File: config.mk
export PLATFORM = sky130hd
export DESIGN_NAME = key_event_queue
export DESIGN_NICKNAME = d
export VERILOG_FILES = /design/src/rtl/key_pkg.sv /design/src/rtl/key_evt_fifo.sv /design/src/rtl/key_event_queue.sv
export SDC_FILE = /design/constraint.sdc
export NUM_CORES = 1
export LEC_CHECK = 0
export ABC_AREA = 1
export CAP_MARGIN = 20
export CORE_ASPECT_RATIO = 0.8
export CORE_UTILIZATION = 55
export CTS_BUF_LIST = sky130_fd_sc_hd__clkbuf_16
export DETAILED_ROUTE_END_ITERATION = 10
export PLACE_DENSITY_LB_ADDON = 0.08
export SLEW_MARGIN = 20
export SYNTH_ARGS = -nofsm -noshare
export SYNTH_HDL_FRONTEND = slang
export SYNTH_SLANG_ARGS = --single-unit
File: constraint.sdc
create_clock -name clk -period 2.39 [get_ports clk]
set_input_delay 0.478 -clock clk [delete_from_list [all_inputs] [get_ports clk]]
set_output_delay 0.478 -clock clk [all_outputs]
set_load 0.005 [all_outputs]
File: src/rtl/key_pkg.sv
// Shared event encoding and hold-FSM state type for the key event queue.
package key_pkg;

    localparam logic [1:0] EV_PRESS   = 2'b00;
    localparam logic [1:0] EV_RELEASE = 2'b01;
    localparam logic [1:0] EV_LONG    = 2'b10;
    localparam logic [1:0] EV_REPEAT  = 2'b11;

    localparam int EV_TYPE_MSB = 7;
    localparam int EV_TYPE_LSB = 6;
    localparam int EV_IDX_MSB  = 5;
    localparam int EV_IDX_LSB  = 0;

    typedef enum logic [1:0] {
        ST_IDLE = 2'd0,
        ST_HOLD = 2'd1,
        ST_RPT  = 2'd2,
        ST_DONE = 2'd3
    } hold_state_t;

    function automatic logic [7:0] mk_event(input logic [1:0] ev_type, input logic [5:0] idx);
        logic [7:0] ev;
        ev = '0;
        ev[EV_TYPE_MSB:EV_TYPE_LSB] = ev_type;
        ev[EV_IDX_MSB:EV_IDX_LSB]   = idx;
        return ev;
    endfunction

endpackage

File: src/rtl/key_evt_fifo.sv
// First-word fall-through event FIFO with occupancy count; a push into a full
// FIFO is accepted when a pop happens in the same cycle.
module key_evt_fifo #(
    parameter int DEPTH = 8,
    parameter int WIDTH = 8
) (
    input  logic                     clk,
    input  logic                     rst,
    input  logic                     push,
    input  logic [WIDTH-1:0]         push_data,
    input  logic                     pop,
    output logic [WIDTH-1:0]         rd_data,
    output logic                     empty,
    output logic                     full,
    output logic [$clog2(DEPTH):0]   count
);

    localparam int AW = $clog2(DEPTH);
    localparam int CW = AW + 1;

    logic [WIDTH-1:0] mem [DEPTH];
    logic [AW-1:0]    wr_ptr;
    logic [AW-1:0]    rd_ptr;
    logic             pop_do;
    logic             push_do;

    assign empty   = (count == '0);
    assign full    = (count == CW'(DEPTH));
    assign pop_do  = pop && !empty;
    assign push_do = push && (!full || pop_do);
    assign rd_data = empty ? '0 : mem[rd_ptr];

    always_ff @(posedge clk) begin
        if (push_do) begin
            mem[wr_ptr] <= push_data;
        end
    end

    // pointers wrap naturally because DEPTH is a power of two
    always_ff @(posedge clk or negedge rst) begin
        if (!rst) begin
            wr_ptr <= '0;
            rd_ptr <= '0;
            count  <= '0;
        end else begin
            if (push_do) wr_ptr <= wr_ptr + AW'(1);
            if (pop_do)  rd_ptr <= rd_ptr + AW'(1);
            case ({push_do, pop_do})
                2'b10:   count <= count + CW'(1);
                2'b01:   count <= count - CW'(1);
                default: count <= count;
            endcase
        end
    end

endmodule

File: src/rtl/key_event_queue.sv
// Turns debounced key levels into PRESS/RELEASE/LONG/REPEAT events queued for the CPU.
// KEY_REPEAT_EN enables REPEAT events after LONG; otherwise the hold FSM parks in DONE.
//   state   | meaning
//   IDLE    | no key tracked
//   HOLD    | counting towards LONG for held_idx
//   RPT     | counting REPEAT periods (KEY_REPEAT_EN)
//   DONE    | LONG sent, waiting for release (no KEY_REPEAT_EN)
module key_event_queue
    import key_pkg::*;
#(
    parameter int NKEYS      = 8,
    parameter int FIFO_DEPTH = 8,
    parameter int CNT_W      = 26,
    parameter int LONG_CYC   = 25_000_000,
    parameter int REPEAT_CYC = 5_000_000
) (
    input  logic                          clk,
    input  logic                          rst,
    input  logic [NKEYS-1:0]              key_level,
    input  logic                          rd_en,
    output logic                          ev_valid,
    output logic [7:0]                    ev_data,
    output logic [$clog2(FIFO_DEPTH):0]   ev_count,
    output logic                          ovf,
    input  logic                          ovf_clr
);

    if (NKEYS < 1 || NKEYS > 64 || FIFO_DEPTH < 2 || (FIFO_DEPTH & (FIFO_DEPTH - 1)) != 0
        || LONG_CYC < 2 || REPEAT_CYC < 2) begin : g_bad_cfg
        $error("key_event_queue: illegal parameter set");
    end

    localparam logic [CNT_W-1:0] LONG_LAST = CNT_W'(LONG_CYC - 1);
`ifdef KEY_REPEAT_EN
    localparam logic [CNT_W-1:0] RPT_LAST      = CNT_W'(REPEAT_CYC - 1);
    localparam hold_state_t      ST_AFTER_LONG = ST_RPT;
`else
    localparam hold_state_t      ST_AFTER_LONG = ST_DONE;
`endif

    function automatic logic [NKEYS-1:0] lowest_oh(input logic [NKEYS-1:0] v);
        return v & (~v + NKEYS'(1));
    endfunction

    function automatic logic [5:0] oh_idx(input logic [NKEYS-1:0] oh);
        logic [5:0] idx;
        idx = '0;
        for (int i = 0; i < NKEYS; i++) begin
            if (oh[i]) idx = 6'(i);
        end
        return idx;
    endfunction

    logic             armed;
    logic [NKEYS-1:0] lvl_q, pend_press, pend_rel;
    logic [NKEYS-1:0] rise, fall, rise_oh, press_oh, rel_oh;
    logic [NKEYS-1:0] gnt_press, gnt_rel, held_oh;
    logic             held_rel, pend_hold, gnt_hold, fire, push, pop, ovf_set;
    logic             fifo_empty, fifo_full;
    logic [1:0]       fire_type;
    logic [7:0]       hold_data, push_data;
    logic [5:0]       held_idx;
    logic [CNT_W-1:0] cnt;
    hold_state_t      state;

    // the first cycle after reset only samples, so keys held through reset stay silent
    assign rise     = armed ? (key_level & ~lvl_q) : '0;
    assign fall     = armed ? (~key_level & lvl_q) : '0;
    assign rise_oh  = lowest_oh(rise);
    assign press_oh = lowest_oh(pend_press);
    assign rel_oh   = lowest_oh(pend_rel);
    assign held_rel = |(held_oh & ~key_level);
    assign pop      = rd_en && !fifo_empty;
    assign ev_valid = !fifo_empty;

    always_comb begin
        gnt_hold  = 1'b0;
        gnt_press = '0;
        gnt_rel   = '0;
        push_data = '0;
        if (!fifo_full || pop) begin
            if (pend_hold) begin
                gnt_hold  = 1'b1;
                push_data = hold_data;
            end else if (|pend_press) begin
                gnt_press = press_oh;
                push_data = mk_event(EV_PRESS, oh_idx(press_oh));
            end else if (|pend_rel) begin
                gnt_rel   = rel_oh;
                push_data = mk_event(EV_RELEASE, oh_idx(rel_oh));
            end
        end
        push = gnt_hold || (|gnt_press) || (|gnt_rel);
    end

    always_comb begin
        fire      = 1'b0;
        fire_type = EV_LONG;
        if (!(|rise) && !held_rel) begin
            if (state == ST_HOLD && cnt == LONG_LAST) begin
                fire = 1'b1;
            end
`ifdef KEY_REPEAT_EN
            else if (state == ST_RPT && cnt == RPT_LAST) begin
                fire      = 1'b1;
                fire_type = EV_REPEAT;
            end
`endif
        end
    end

    assign ovf_set = (|(rise & pend_press & ~gnt_press))
                   || (|(fall & pend_rel & ~gnt_rel))
                   || (fire && pend_hold && !gnt_hold);

    always_ff @(posedge clk or negedge rst) begin
        if (!rst) begin
            armed      <= 1'b0;
            lvl_q      <= '0;
            pend_press <= '0;
            pend_rel   <= '0;
            ovf        <= 1'b0;
        end else begin
            armed      <= 1'b1;
            lvl_q      <= key_level;
            pend_press <= (pend_press & ~gnt_press) | rise;
            pend_rel   <= (pend_rel & ~gnt_rel) | fall;
            ovf        <= ovf_set || (ovf && !ovf_clr);
        end
    end

    always_ff @(posedge clk or negedge rst) begin
        if (!rst) begin
            state     <= ST_IDLE;
            cnt       <= '0;
            held_oh   <= '0;
            held_idx  <= '0;
            pend_hold <= 1'b0;
            hold_data <= '0;
        end else begin
            if (fire) begin
                pend_hold <= 1'b1;
                hold_data <= mk_event(fire_type, held_idx);
            end else if (gnt_hold) begin
                pend_hold <= 1'b0;
            end

            // a new press always takes over tracking, even while the old key releases
            if (|rise) begin
                state    <= ST_HOLD;
                cnt      <= '0;
                held_oh  <= rise_oh;
                held_idx <= oh_idx(rise_oh);
            end else if (state != ST_IDLE && held_rel) begin
                state   <= ST_IDLE;
                cnt     <= '0;
                held_oh <= '0;
            end else begin
                case (state)
                    ST_HOLD: begin
                        if (fire) begin
                            state <= ST_AFTER_LONG;
                            cnt   <= '0;
                        end else begin
                            cnt <= cnt + CNT_W'(1);
                        end
                    end
`ifdef KEY_REPEAT_EN
                    ST_RPT: begin
                        if (fire) cnt <= '0;
                        else      cnt <= cnt + CNT_W'(1);
                    end
`endif
                    default: ;
                endcase
            end
        end
    end

    key_evt_fifo #(
        .DEPTH (FIFO_DEPTH),
        .WIDTH (8)
    ) u_fifo (
        .clk       (clk),
        .rst       (rst),
        .push      (push),
        .push_data (push_data),
        .pop       (pop),
        .rd_data   (ev_data),
        .empty     (fifo_empty),
        .full      (fifo_full),
        .count     (ev_count)
    );

endmodule

==> results of run 1 <==
cells by family after synthesis:
| family | share of synthesized area |
|---|---|
| and+or+nand+nor | 0.297 |
| buffers and inverters | 0.0859 |
| DFF | 0.503 |
| AOI/OAI and AO/OA | 0.0900 |
| xor gates and xnor gates | 0.0110 |
| adders and majority gates | 0.0118 |
| other | 0.00118 |
power by group:
group,switching (mW),internal [mW]
clock,0.917,1.52
combinational,1.53,1.15
sequential,0.230,2.59
total,2.68,5.26
worst max-delay path, delay by kind of cell (launching register included):
family	cells	cell delay [ns]
AND/OR/NAND/NOR	8	1.06
XOR/XNOR	1	0.14
flip-flops	1	0.42
adder cells (fa/ha/maj)	1	0.18
AO/OA/AOI/OAI	3	0.35
buffers and inverters	1	0.06
stage by stage:
| stage | total power, mW | hold WS [ns] | util | setup WS, ns | instance area, µm² |
|---|---|---|---|---|---|
| after global routing | 8.41 | 0.505 | 0.706 | -0.0705 | 7810 |
| final | 7.94 | 0.471 | 0.706 | 0.0556 | 7810 |
| after detailed placement | 5.35 | 0.394 | 0.639 | -0.487 | 7070 |
| after global placement | 5.25 | 0.393 | 0.639 | -0.374 | 7070 |
| after CTS | 7.81 | 0.483 | 0.694 | 0.0117 | 7680 |
| after floorplan | 4.26 | 0.182 | - | 0.0221 | 6400 |
cell type report:
type	instances	share of cell area
Inverter	104	0.0537
Sequential cell	120	0.410
Clock inverter	15	0.0175
Timing Repair Buffer	83	0.0905
Multi-Input combinational cell	539	0.351
Clock buffer	17	0.0545
Tap cell	144	0.0231
sequential cells by signal (all words and copies together), names as in the netlist, 4 cells and up:
name	count
u_fifo.mem	40
cnt	26
held_oh	8
lvl_q	8
pend_press	8
pend_rel	8
hold_data	4
u_fifo.count	4
synth_stat cells (all sizes together), types with 4 or more instances:
cell type	instances
buf	10
nor4	4
xor2	6
inv	102
a31oi	5
o21ai	56
a21o	4
nand2	165
nand3	60
nor3	22
a21oi	23
clkbuf	10
ha	6
nand4	23
edfxtp	40
o22ai	8
dfrtp	80
nor2	143
layer usage:
layer | track usage | vias up | routed length [µm]
met5 | 0 | - | 0
met4 | 0.0966 | 0 | 181
met3 | 0.0590 | 20 | 1010
met2 | 0.417 | 175 | 7060
met1 | 0.395 | 2579 | 7020
li1 | - | 2726 | -
what timing repair did:
item	4_1_cts	5_1_grt
gates cloned	2	0
hold buffers	1	0
setup endpoints to repair	7	8
pin swaps	4	13
hold endpoints to repair	20	0
resized for setup	18	29
buffers inserted	0	7
worst max path at each step:
stage	slack, ns	from	cells after the start	endpoint
after global routing	-0.07	pend_press[3]$_DFF_PN0_	16	u_fifo.count[3]$_DFFE_PN0P_
after global placement	-0.37	rd_en	16	u_fifo.count[2]$_DFFE_PN0P_
after detailed placement	-0.49	rd_en	16	u_fifo.count[2]$_DFFE_PN0P_
after CTS	0.01	pend_press[5]$_DFF_PN0_	15	u_fifo.count[2]$_DFFE_PN0P_
after floorplan	0.02	pend_press[1]$_DFF_PN0_	15	u_fifo.count[2]$_DFFE_PN0P_
final	0.06	pend_rel[5]$_DFF_PN0_	14	u_fifo.count[3]$_DFFE_PN0P_
==> summary.md, run 1 <==
| Metric | Value |
|---|---|
| Top FF cell, synth | dfrtp_1 |
| FMAX | roughly 430 MHz |
| Number of synthesized flops with an enable pin | 40 |
| Pwr/cell area | 1020 nW/µm² |
| Final hold vios | 0 |
| Antenna Cells | 0 |
| Die area | between 10,000 and 15,000 µm² |
| Sequential fraction of the synthesis area | 0.503 |
| Die W | 122 µm |
| Cells after DPL | 980 |
| Post-DRT Antenna Nets | 0 |
| Multi-input gate area | 2740 µm² |
| Share of post-route cells with drive strength above 1 | 0.185 |
| Core area | between 10,000 and 15,000 µm² |
| Hold Path Cell Cnt | 2 |
| CTS Buf Count | 17 |
| FF-to-FF setup slack | 0.06 ns |
| Cell count after synthesis | between 700 and 800 |
| CP max stage delay | 0.42 ns |
| Area grow syn2layout | 22.7% |
| FF+latch count, synth | 120 |
| Crit path cell chain | nor2_1, nand3_1, nor2_1, o21ai_1, nand4_2, nand2_4, ha_4, nand2_1, inv_1, nor2_2, nand3_1, o31ai_2, o211ai_1, xnor2_1 |
| CTS Sinks | 120 |
| Initial DRT Pass Iterations | 4 |
| Global route overflow | 0 |
| Crit-path max FO | 4 |
| FF/Latch Area | ~3200 µm² |
| CP arrival | 2.63 ns |
| NumNets Final | around 880 |
| Critical path endpoint category | register |
| Clock transition at path regs | 0.05 ns |
| Crit share post-route | 0.977 |
| Largest net degree at the start of global routing | 43 |
| Die H | 98.2 µm |
| Least-Margin Pin Slew | 0.745 ns |
| RSZ-0062 raised after global routing | yes |
| Vias/cell | 5.38 |
| Clock Path Buffers | 2 |
| Synth area leader | dfrtp_1 |
| Peak VDD IR | 0.635 mV |
| Number of remaining DRC errors | 0 |
| Final setup fails | 0 |
| Vias | 5,500 |
| P_leak | around 3.5 nW |
| Drt wl/cell | 14.9 µm |
| Input/output buffers | 22 |
| Synth unique cells | 43 |
| Syn Std Cell Area | 6370 µm² |
| Clock Latency Late Sink | 0.42 ns |
| Critical R2R Launch | pend_rel[5]$_DFF_PN0_ |
| H-tree lvl count | 4 |
| Clock root cell | clkbuf_16 |
| Syn. warnings | 0 |
| CP required | 2.68 ns |
| Commonest non-fill, non-tap cell in the layout | nand2_1 |
| CTS tree | done |
| Vias in the first global route | 5,186 |
| Gr usage total | 0.277 |
| Initial antenna violation count | 0 |
| Result of the run | finished clean |
| I/O pins | 26 |
| Top cell type's share of synthesized area | 0.314 |
| Final Skew | ~0.0079 ns |
| Synth Area per Inst | ~8.2 µm² |
| Setup Crit Path Kind | register to register |
| Routed wire length | 15.3 mm |
| DRT iter0 DRCs | 458 |
| FFs w/ async S/R, synth | 0.667 |
| Top cells by area, synth | dfrtp_1 (31%), edfxtp_1 (19%), nand2_1 (9.1%) |
| HPWL after DPL | 11.0 mm |
| # rows | 34 |
| First-pass GRT wire length | ~25 mm |
| Layout fillers | 851 |
| Effective utilization at floorplan | 0.576 |
| Max cap viols | 0 |
| CP max-delay cell | dfrtp_1 |
| Finished Layout Cells | a little over 1,000 |
| Hold wc startpoint | held_oh[0]$_DFFE_PN0N_ |
| Hold Crit Class | register to register |
| Minimum clock period | 2.33 ns |
| Rel. slew slack | 0.503 |
| Startpoint types | register |
| Placer Congestion | around 0.88 |
| Slew Limit Fails | 0 |
| Worst r2r path cells | 14 |
| WHS Endpoint | held_oh[0]$_DFFE_PN0N_ |
| Setup TNS | 0 ns |
| Commonest cells after routing, fill and taps aside | nand2_1 (151), nor2_1 (117), inv_1 (97) |
| FF-to-FF End | u_fifo.count[3]$_DFFE_PN0P_ |
Power figures use the tool's default switching activity.
==> run 2: changes to the inputs <==
GPL_ROUTABILITY_DRIVEN = 0   (was not set)
==> summary.md, run 2 (synthesis results as in run 1) <==
| Metric | Value |
|---|---|
| Result of the run | finished with violations |
| Failing checks | setup timing |
| FF-to-FF End | u_fifo.count[2]$_DFFE_PN0P_ |
| FMAX | 396 MHz |
| Max FFs per register | 40 |
| Area grow syn2layout | 26.5% |
| Commonest cells after routing, fill and taps aside | nand2_1 (148), nor2_1 (118), inv_1 (96) |
| FF-to-FF setup slack | -0.13 ns |
| Final instance area | 8050 µm² |
| Clock root cell | clkbuf_16 |
| Clock Path Buffers | 2 |
| Clock share of power | 0.286 |
| Largest net degree at the start of global routing | 43 |
| Cell Int Power | 5.34 mW |
| Final Skew | roughly 0.011 ns |
| Worst setup margin | -0.133 ns |
| Logic pwr share | 0.373 |
| Hold Crit Class | input port to async pin |
| Die W | 122 µm |
| First-pass GRT wire length | 27.2 mm |
| Rel. slew slack | 0.506 |
| Critical R2R Launch | pend_rel[4]$_DFF_PN0_ |
| Final Util | 0.728 |
| CP max-delay cell | dfrtp_1 |
| Gr usage total | 0.301 |
| Final hold vios | 0 |
| Peak VDD IR | between 0.5 and 0.6 mV |
| Minimum clock period | 2.52 ns |
| Switching power | 3.03 mW |
| Slew Limit Fails | 0 |
| Routed wire length | 17.2 mm |
| Max cap viols | 0 |
| NumNets Final | 900 |
| Crit share post-route | 1.06 |
| Drt wl/cell | 16.6 µm |
| Largest Register | u_fifo.mem |
| Clock Latency Late Sink | 0.42 ns |
| Post-DRT Antenna Nets | 0 |
| Vias/cell | around 5.5 |
| Initial antenna violation count | 0 |
| Initial DRT Pass Iterations | 5 |
| H-tree lvl count | 4 |
| Sw frac | 0.362 |
| Design Power | 8.37 mW |
| Critical path endpoint category | register |
| Crit path cell chain | nor2_1, nand3_1, nor2_1, o21ai_2, nand4_4, nand2_4, ha_4, nor2_4, nor2_4, ha_4, a21oi_2, xor2_1, o21ai_1 |
| I/O pins | 26 |
| Vias | 5,710 |
| # rows | 34 |
| Commonest non-fill, non-tap cell in the layout | nand2_1 |
| CP max stage delay | 0.41 ns |
| DRT iter0 DRCs | 470 |
| Global route overflow | 0 |
| CP arrival | 2.81 ns |
| CTS tree | done |
| Pwr/cell area | between 1000 and 1500 nW/µm² |
| Sequential share of power | 0.340 |
| Bufs and invs on worst path | 0 |
| Biggest regs | u_fifo.mem: 40 flops, cnt: 26 flops |
| Die area | around 12,000 µm² |
| HPWL after DPL | 11.2 mm |
| Die H | 98.2 µm |
| Antenna Cells | 0 |
| Worst r2r path cells | 13 |
| RSZ-0062 raised after global routing | yes |
| CP required | 2.67 ns |
| Layout fillers | 818 |
| Crit-path max FO | 4 |
| P_leak | 3.60 nW |
| Vias in the first global route | 5,519 |
| CTS Sinks | between 100 and 150 |
| Delay-heaviest family, CP | simple AND/OR/NAND/NOR gates |
| Core area | 11,100 µm² |
| Startpoint types | register |
| Least-Margin Pin Slew | 0.740 ns |
| Effective utilization at floorplan | 0.576 |
| Finished Layout Cells | 1,039 |
| CTS Buf Count | 17 |
| Final setup fails | 2 |
| Number of remaining DRC errors | 0 |
| Clock transition at path regs | 0.06 ns |
| Cells after DPL | 980 |
| Input/output buffers | 22 |
| Setup Crit Path Kind | register to register |
| Share of post-route cells with drive strength above 1 | 0.213 |
| Placed instance area | 7070 µm² |
-- run 2: changes by cell type in the layout (fill, tap and decap cells not counted), moves of 3 or more --
cell / delta
buf_4: +14
nand2_2: +3
nand2_1: -3
buf_6: +4
nor2_2: -4
nor2_4: +3
-- run 2: how the worst max path moves through the flow --
stage	slack (ns)	depth (start not counted)	start	end
floorplan	0.02	15	pend_press[1]$_DFF_PN0_	u_fifo.count[2]$_DFFE_PN0P_
global placement	-0.33	17	rd_en	u_fifo.count[2]$_DFFE_PN0P_
detailed placement	-0.47	14	rd_en	u_fifo.count[3]$_DFFE_PN0P_
CTS	-0.04	15	pend_press[2]$_DFF_PN0_	u_fifo.count[2]$_DFFE_PN0P_
global route	-0.24	15	pend_rel[4]$_DFF_PN0_	u_fifo.count[3]$_DFFE_PN0P_
finish	-0.13	13	pend_rel[4]$_DFF_PN0_	u_fifo.count[2]$_DFFE_PN0P_
-- run 2: power by group through the flow --
stage / Sequential, mW / Combinational [mW] / Clock [mW]
2_1_floorplan: 2.80 / 1.46 / 0
3_3_place_gp: 2.81 / 2.42 / 0
3_5_place_dp: 2.83 / 2.53 / 0
4_1_cts: 2.83 / 2.86 / 2.43
5_1_grt: 2.88 / 3.40 / 2.53
6_report: 2.85 / 3.12 / 2.40
-- run 2: area by class of cell --
| cell class | count | area [µm²] | share of cell area |
|---|---|---|---|
| Multi-Input combinational cell | 539 | 2850 | 0.354 |
| Inverter | 104 | 419 | 0.0521 |
| Clock buffer | 17 | 425 | 0.0528 |
| Clock inverter | 15 | 130 | 0.0162 |
| Sequential cell | 120 | 3210 | 0.398 |
| Timing Repair Buffer | 100 | 837 | 0.104 |
| Tap cell | 144 | 180 | 0.0224 |
-- run 2: timing repair --
action                                 CTS  global route
buffers inserted                        21             4
cloned                                   1             1
endpoints found under the hold margin    0             0
resized for setup                       48            26
setup endpoints to repair                8            25
hold buffers                             0             0
pin swaps                               18            19
-- run 2: per-layer routing --
layer  vias to the layer above  track usage  part of all wire
met2                       231        0.474              0.47
met4                         0        0.112             0.026
li1                       2754            -                 -
met1                      2682        0.411              0.44
met3                        43       0.0619             0.060
met5                         -            0                 0
-- run 2: metrics by stage --
stage	setup TNS [ns]	hold slack, ns	setup WS, ns
2_1_floorplan	0	0.182	0.0221
3_3_place_gp	-3.47	0.454	-0.332
3_5_place_dp	-5.68	0.459	-0.471
4_1_cts	-0.0404	0.0834	-0.0374
5_1_grt	-0.895	0.112	-0.243
6_report	-0.243	0.0647	-0.133
